File: config.mk
export PLATFORM = sky130hd
export DESIGN_NAME = bit_manip_dispatch
export DESIGN_NICKNAME = d
export VERILOG_FILES = /design/src/rtl/bit_manip_pkg.sv /design/src/rtl/bit_manip_cmd_fifo.sv /design/src/rtl/bit_manip_dispatch.sv
export SDC_FILE = /design/constraint.sdc
export NUM_CORES = 1
export LEC_CHECK = 0
export BUFFER_PORTS_ARGS = -buffer_cell sky130_fd_sc_hd__buf_2
export CORE_MARGIN = 1.5
export CORE_UTILIZATION = 55
export DETAILED_ROUTE_END_ITERATION = 12
export PLACE_DENSITY = 0.78
export REMOVE_ABC_BUFFERS = 1
export SYNTH_ARGS = -nofsm -noshare
export SYNTH_HDL_FRONTEND = slang
export SYNTH_SLANG_ARGS = --single-unit
export TNS_END_PERCENT = 10
File: constraint.sdc
create_clock -name clk -period 5.25 [get_ports clk]
set_clock_uncertainty 0.05 [all_clocks]
set_input_delay 1.575 -clock clk [delete_from_list [all_inputs] [get_ports clk]]
set_output_delay 1.575 -clock clk [all_outputs]
set_load 0.05 [all_outputs]
File: src/rtl/bit_manip_pkg.sv
// Shared definitions for the bit-manipulation dispatcher: op encodings,
// FSM state type, command record and the op legality helper.
package bit_manip_pkg;

    localparam logic [2:0] OP_CLR = 3'd0;
    localparam logic [2:0] OP_SET = 3'd1;
    localparam logic [2:0] OP_TST = 3'd2;
    localparam logic [2:0] OP_OP3 = 3'd3;

    localparam int BM_DATA_W = 64;
    localparam int BM_TAG_W  = 4;

    typedef enum logic [1:0] {
        IDLE  = 2'd0,
        ISSUE = 2'd1,
        WAIT  = 2'd2,
        RESP  = 2'd3
    } bm_state_e;

    typedef struct packed {
        logic [2:0]           op;
        logic [BM_DATA_W-1:0] opa;
        logic [BM_DATA_W-1:0] opb;
        logic [BM_TAG_W-1:0]  tag;
    } bm_cmd_t;

    function automatic logic op_is_legal(input logic [2:0] op);
        return op <= OP_OP3;
    endfunction

endpackage

File: src/rtl/bit_manip_cmd_fifo.sv
// Synchronous command FIFO with full/empty flags and an occupancy count.
// DEPTH must be a power of two so the pointers wrap naturally.
module bit_manip_cmd_fifo #(
    parameter int DEPTH = 4,
    parameter int W     = 8
) (
    input  logic         clk,
    input  logic         rst_n,
    input  logic         push,
    input  logic [W-1:0] din,
    input  logic         pop,
    output logic [W-1:0] dout,
    output logic         full,
    output logic         empty
);
    localparam int PTR_W = $clog2(DEPTH);

    logic [W-1:0]     mem_q [DEPTH];
    logic [PTR_W-1:0] wr_ptr_q, wr_ptr_d, rd_ptr_q, rd_ptr_d;
    logic [PTR_W:0]   count_q, count_d;
    logic             do_push, do_pop;

    assign full    = (count_q == (PTR_W+1)'(DEPTH));
    assign empty   = (count_q == '0);
    assign do_push = push && !full;
    assign do_pop  = pop && !empty;
    assign dout    = mem_q[rd_ptr_q];

    always_comb begin
        wr_ptr_d = wr_ptr_q;
        rd_ptr_d = rd_ptr_q;
        count_d  = count_q;
        if (do_push) wr_ptr_d = wr_ptr_q + PTR_W'(1);
        if (do_pop)  rd_ptr_d = rd_ptr_q + PTR_W'(1);
        case ({do_push, do_pop})
            2'b10:   count_d = count_q + (PTR_W+1)'(1);
            2'b01:   count_d = count_q - (PTR_W+1)'(1);
            default: count_d = count_q;
        endcase
    end

    always_ff @(posedge clk or negedge rst_n) begin
        if (!rst_n) begin
            wr_ptr_q <= '0;
            rd_ptr_q <= '0;
            count_q  <= '0;
        end else begin
            wr_ptr_q <= wr_ptr_d;
            rd_ptr_q <= rd_ptr_d;
            count_q  <= count_d;
        end
    end

    // Storage carries data only, so it is left out of reset.
    always_ff @(posedge clk) begin
        if (do_push) mem_q[wr_ptr_q] <= din;
    end

endmodule

File: src/rtl/bit_manip_dispatch.sv
// Issue stage for int_bit_manip_16: queues commands, drives the unit one at a time,
// screens illegal ones. Define BIT_MANIP_DISPATCH_STATS_EN to add issued/error counters.
module bit_manip_dispatch
    import bit_manip_pkg::*;
#(
    parameter int DATA_W   = 64,
    parameter int DEPTH    = 4,
    parameter int TAG_W    = 4,
    parameter int UNIT_LAT = 1
) (
    input  logic              clk,
    input  logic              rst_n,
    input  logic              cmd_valid,
    output logic              cmd_ready,
    input  logic [2:0]        cmd_op,
    input  logic [DATA_W-1:0] cmd_opa,
    input  logic [DATA_W-1:0] cmd_opb,
    input  logic [TAG_W-1:0]  cmd_tag,
    output logic [2:0]        operation,
    output logic [DATA_W-1:0] opa_bit_manip,
    output logic [DATA_W-1:0] opb_bit_manip,
    input  logic [DATA_W-1:0] out_bit_manip,
    output logic              rsp_valid,
    input  logic              rsp_ready,
    output logic [DATA_W-1:0] rsp_data,
    output logic [TAG_W-1:0]  rsp_tag,
    output logic              rsp_err
`ifdef BIT_MANIP_DISPATCH_STATS_EN
    ,
    output logic [31:0]       issued_cnt,
    output logic [31:0]       err_cnt
`endif
);
    localparam int IDX_W = $clog2(DATA_W);
    localparam int CNT_W = (UNIT_LAT > 1) ? $clog2(UNIT_LAT) : 1;

    typedef struct packed {
        logic [2:0]        op;
        logic [DATA_W-1:0] opa;
        logic [DATA_W-1:0] opb;
        logic [TAG_W-1:0]  tag;
    } cmd_t;

    cmd_t              cmd_in, head;
    logic              fifo_full, fifo_empty, pop, head_legal;
    bm_state_e         state_q, state_d;
    logic [CNT_W-1:0]  wait_cnt_q, wait_cnt_d;
    logic [2:0]        operation_q, operation_d;
    logic [DATA_W-1:0] opa_q, opa_d, opb_q, opb_d, rsp_data_q, rsp_data_d;
    logic [TAG_W-1:0]  rsp_tag_q, rsp_tag_d;
    logic              rsp_err_q, rsp_err_d;

    assign cmd_in = '{op: cmd_op, opa: cmd_opa, opb: cmd_opb, tag: cmd_tag};

    bit_manip_cmd_fifo #(
        .DEPTH (DEPTH),
        .W     ($bits(cmd_t))
    ) u_fifo (
        .clk   (clk),
        .rst_n (rst_n),
        .push  (cmd_valid && cmd_ready),
        .din   (cmd_in),
        .pop   (pop),
        .dout  (head),
        .full  (fifo_full),
        .empty (fifo_empty)
    );

    // A bit index is legal only if it addresses a bit inside the operand.
    assign head_legal = op_is_legal(head.op) && (head.opb[DATA_W-1:IDX_W] == '0);

    assign cmd_ready     = !fifo_full;
    assign rsp_valid     = (state_q == RESP);
    assign operation     = operation_q;
    assign opa_bit_manip = opa_q;
    assign opb_bit_manip = opb_q;
    assign rsp_data      = rsp_data_q;
    assign rsp_tag       = rsp_tag_q;
    assign rsp_err       = rsp_err_q;

    always_comb begin
        state_d     = state_q;
        wait_cnt_d  = wait_cnt_q;
        operation_d = operation_q;
        opa_d       = opa_q;
        opb_d       = opb_q;
        rsp_data_d  = rsp_data_q;
        rsp_tag_d   = rsp_tag_q;
        rsp_err_d   = rsp_err_q;
        pop         = 1'b0;

        case (state_q)
            IDLE:  pop = !fifo_empty;
            ISSUE: begin
                state_d    = WAIT;
                wait_cnt_d = CNT_W'(UNIT_LAT - 1);
            end
            WAIT: begin
                if (wait_cnt_q == '0) begin
                    rsp_data_d = out_bit_manip;
                    rsp_err_d  = 1'b0;
                    state_d    = RESP;
                end else begin
                    wait_cnt_d = wait_cnt_q - CNT_W'(1);
                end
            end
            RESP: begin
                if (rsp_ready) begin
                    if (fifo_empty) state_d = IDLE;
                    else            pop     = 1'b1;
                end
            end
            default: state_d = IDLE;
        endcase

        // Illegal commands bypass the unit entirely so its inputs keep their last values.
        if (pop) begin
            rsp_tag_d = head.tag;
            if (head_legal) begin
                operation_d = head.op;
                opa_d       = head.opa;
                opb_d       = head.opb;
                state_d     = ISSUE;
            end else begin
                rsp_data_d = '0;
                rsp_err_d  = 1'b1;
                state_d    = RESP;
            end
        end
    end

    always_ff @(posedge clk or negedge rst_n) begin
        if (!rst_n) begin
            state_q     <= IDLE;
            wait_cnt_q  <= '0;
            operation_q <= '0;
            opa_q       <= '0;
            opb_q       <= '0;
            rsp_data_q  <= '0;
            rsp_tag_q   <= '0;
            rsp_err_q   <= 1'b0;
        end else begin
            state_q     <= state_d;
            wait_cnt_q  <= wait_cnt_d;
            operation_q <= operation_d;
            opa_q       <= opa_d;
            opb_q       <= opb_d;
            rsp_data_q  <= rsp_data_d;
            rsp_tag_q   <= rsp_tag_d;
            rsp_err_q   <= rsp_err_d;
        end
    end

`ifdef BIT_MANIP_DISPATCH_STATS_EN
    logic [31:0] issued_cnt_q, issued_cnt_d, err_cnt_q, err_cnt_d;

    function automatic logic [31:0] sat_inc(input logic [31:0] v);
        return (&v) ? v : v + 32'd1;
    endfunction

    always_comb begin
        issued_cnt_d = issued_cnt_q;
        err_cnt_d    = err_cnt_q;
        if (pop && head_legal)  issued_cnt_d = sat_inc(issued_cnt_q);
        if (pop && !head_legal) err_cnt_d    = sat_inc(err_cnt_q);
    end

    always_ff @(posedge clk or negedge rst_n) begin
        if (!rst_n) begin
            issued_cnt_q <= '0;
            err_cnt_q    <= '0;
        end else begin
            issued_cnt_q <= issued_cnt_d;
            err_cnt_q    <= err_cnt_d;
        end
    end

    assign issued_cnt = issued_cnt_q;
    assign err_cnt    = err_cnt_q;
`endif

endmodule

==> qor.csv <==
stage,metric,value,unit
power_and_ir_drop,p_leak,12.7,nW
power_and_ir_drop,p_sw,4.99,mW
critical_path,end_kind,flop,
yosys,synth-edff-count,540,
timing,period_needed,3.81,ns
drt,routed_via_density,5.50,
yosys,netlist_top_cells_count,"540 x edfxtp_1, 209 x dfrtp_1, 76 x mux4_2",
critical_path,r2r_cells,8,
drt,via_count,13300,
yosys,async_reset_ff_frac,0.279,
finish,final_nets,1951,
yosys,yosysTopAreaCell,edfxtp_1,
flow_run,maxCapViolCount,0,
yosys,synthCells,1286,
drt,wirelength,53800,µm
cts,htreeDepth,3,
cts,clockRootBuffer,clkbuf_16,
critical_path,criticalPathCategory,flop to flop,
min_path,hold_end,rsp_err,
grt,grt_remaining_overflow,0,
placed_design,dp_hpwl,34400,µm
yosys,synthTopCellsByArea,"edfxtp_1 61%, dfrtp_1 20%, mux4_2 6.5%",
finish,utilization,0.663,
drt,drt_pass1_iterations,5,
grt,met2_usage,0.373,
die,start_util,0.556,
drt,routedWlPerCell,22.3,µm
power_and_ir_drop,p_total,16.8,mW
cts,clk_pin_slew,0.06,ns
critical_path,r2r-start,u_fifo.rd_ptr_q[1],
grt,grtUsageMet3,0.0735,
power_and_ir_drop,p_seq_frac,0.475,
cts,cts.hold.buffers_added,0,
critical_path,r2r-end,opa_bit_manip[31],
grt,antenna_found_initial,29,
placed_design,gp_congestion,0.778,
timing,whs,0.426,ns
timing,fmax,262,MHz
critical_path,cp.arrival,4.22,ns
timing,period_share,0.726,
timing,tightest_slew,1.08,ns
drt,initialDrtViolationCount,867,
yosys,ys_seq_elements,749,
drt,remaining_drc_errors,0,
die,die_h,222,µm
yosys,avgSynthCellArea,20.6,µm²
cts,cts.sinks,749,
yosys,ys_seq_area_frac,0.810,
drt,ant_nets,0,
timing,maxSlewViolCount,0,
die,die_area,0.0494,mm²
yosys,netlist_area,0.0265,mm²
timing,setup_violations,0,
yosys,synth_ff_type,edfxtp_1,
grt,use_met1,0.265,
grt,track_usage,0.219,
cts,cts_tree,yes,
power_and_ir_drop,p_int,11.8,mW
power_and_ir_drop,clkPwrFrac,0.293,
min_path,hold_start,rsp_err,
critical_path,critPathLaunchType,flop,
power_and_ir_drop,switching_share,0.297,
timing,timing_hold_violations_final,0,
grt,gr-max-usage-layer,met2,
cts,cts_made_buffers,73,
yosys,yosysUniqueCellTypes,40,
cts,clock_latency,0.59,ns
critical_path,worstPathMaxFanout,81,
grt,grt_pass1_vias,13800,
die,io_pins,405,
placed_design,io_buffers,404,
min_path,hold_depth,1,
finish,nFillCells,3071,
die,core_area,0.0476,mm²
min_path,min_path_type,flop to flop,
timing,slew_headroom,0.279,
die,num_rows,80,
critical_path,required,5.66,ns
die,fp.dieW,222,µm
finish,syn_to_final_growth,19.4,%
yosys,synth_top_cell_area_share,0.613,
yosys,yosysMostFrequentCell,edfxtp_1,
status,status,completed,
grt,grt_pass1_wl,80800,µm
grt,grt_max_degree,88,
yosys,yosysWarningCount,0,
power_and_ir_drop,power_density,531,mW/mm²
critical_path,ff2ff_setup_slack,1.44,ns
finish,drive_above_1_share,0.357,
timing,rsz0062_at_grt,no,
cts,cts_buffer_depth,3,
power_and_ir_drop,ir_drop,0.000576,V
cts,ctsResizeCount,0,
power_and_ir_drop,power_frac_comb,0.232,
cts,postCtsSetupRepairBufs,0,
==> placed cells by master (no fill, tap or decap), types with 5 or more instances in the layout <==
| cell type | Yosys | final |
|---|---|---|
| clkbuf_1 | 29 | 22 |
| mux4_2 | 76 | 76 |
| buf_2 | 6 | 403 |
| and2_1 | 60 | 60 |
| clkbuf_8 | 0 | 5 |
| nand4_1 | 9 | 9 |
| buf_12 | 0 | 5 |
| mux2i_1 | 65 | 65 |
| buf_4 | 0 | 15 |
| ha_1 | 9 | 8 |
| nor4_1 | 52 | 52 |
| clkbuf_16 | 0 | 75 |
| nor2_1 | 71 | 71 |
| edfxtp_1 | 540 | 540 |
| nor3_1 | 10 | 10 |
| diode_2 | 0 | 15 |
| dfrtp_1 | 209 | 207 |
| inv_1 | 9 | 9 |
| clkinv_1 | 0 | 12 |
| mux2_2 | 36 | 36 |
| mux2_1 | 40 | 40 |
| nand3_1 | 5 | 5 |
==> flip-flops by register name (all words and copies together) (netlist names) <==
| register | cells |
|---|---|
| u_fifo.rd_ptr_q | 2 |
| opb_bit_manip | 64 |
| u_fifo.mem_q | 540 |
| rsp_err | 1 |
| opa_bit_manip | 64 |
| rsp_tag | 4 |
| u_fifo.wr_ptr_q | 2 |
| u_fifo.count_q | 3 |
| state_q | 2 |
| operation | 3 |
| rsp_data | 64 |
==> final cells by class <==
class | instances | area, µm² | area share
well taps | 615 | 769 | 0.0243
clock inverters | 23 | 229 | 0.00725
clock buffers | 101 | 2010 | 0.0637
diodes | 15 | 37.5 | 0.00119
repair buffers | 424 | 2240 | 0.0710
multi-input cells | 481 | 4820 | 0.153
flip-flops and latches | 749 | 21500 | 0.679
inverters | 9 | 33.8 | 0.00107
==> through the flow <==
stage                     instance area, µm²  std cells  TNS (ns)  worst slack (ns)
after floorplan                        26300       1239   -323.13             -1.75
after global placement                 29300       2278         0              1.61
after detailed placement               29300       2278         0              1.40
after CTS                              31600       2402         0              1.37
after global routing                   31600       2409         0              1.27
final                                  31600       2417         0              1.44
==> worst max-delay path, stage by stage (launching register included) <==
cell and delay [ns]:
dfrtp_4 0.89, nand2b_4 0.11, or3_1 0.35, nor4_1 0.30, nor3_1 0.11, nor4_2 0.58
nand2_4 0.48, buf_12 0.38, mux2_1 0.36
==> worst max-delay path by stage <==
stage	startpoint	end	depth (start not counted)
after global placement	u_fifo.rd_ptr_q[1]	opa_bit_manip[33]	8
final	u_fifo.rd_ptr_q[1]	opa_bit_manip[31]	8
after CTS	u_fifo.rd_ptr_q[1]	opa_bit_manip[29]	8
after global routing	u_fifo.rd_ptr_q[1]	opa_bit_manip[31]	8
after floorplan	u_fifo.rd_ptr_q[0]	opa_bit_manip[0]	7
after detailed placement	u_fifo.rd_ptr_q[1]	opa_bit_manip[29]	8
==> logic make-up (layout without fill, tap and decap cells) <==
logic type / Yosys count / count (layout) / synth area share
other: 0 / 15 / 0
AOI/OAI and AO/OA: 17 / 17 / 0.00411
xor gates and xnor gates: 6 / 6 / 0.00199
and+or+nand+nor: 231 / 231 / 0.0477
muxes: 217 / 217 / 0.122
buffers and inverters: 56 / 557 / 0.00936
adders and majority gates: 10 / 10 / 0.00501
DFF: 749 / 749 / 0.810
==> routing by layer <==
| metal | share of wire | vias to the layer above |
|---|---|---|
| li1 | - | 5932 |
| met1 | 0.38 | 6753 |
| met2 | 0.51 | 464 |
| met3 | 0.079 | 109 |
| met4 | 0.022 | 28 |
| met5 | 0.0034 | - |
==> power groups by stage <==
| stage | clock network, mW | logic (mW) | registers, mW |
|---|---|---|---|
| CTS | 5.03 | 3.97 | 7.99 |
| global route | 5.23 | 4.19 | 8.07 |
| global placement | 0 | 3.87 | 8.03 |
| finish | 4.92 | 3.90 | 7.98 |
| detailed placement | 0 | 3.96 | 8.10 |
| floorplan | 0 | 2.00 | 9.11 |
Power figures use the tool's default switching activity.
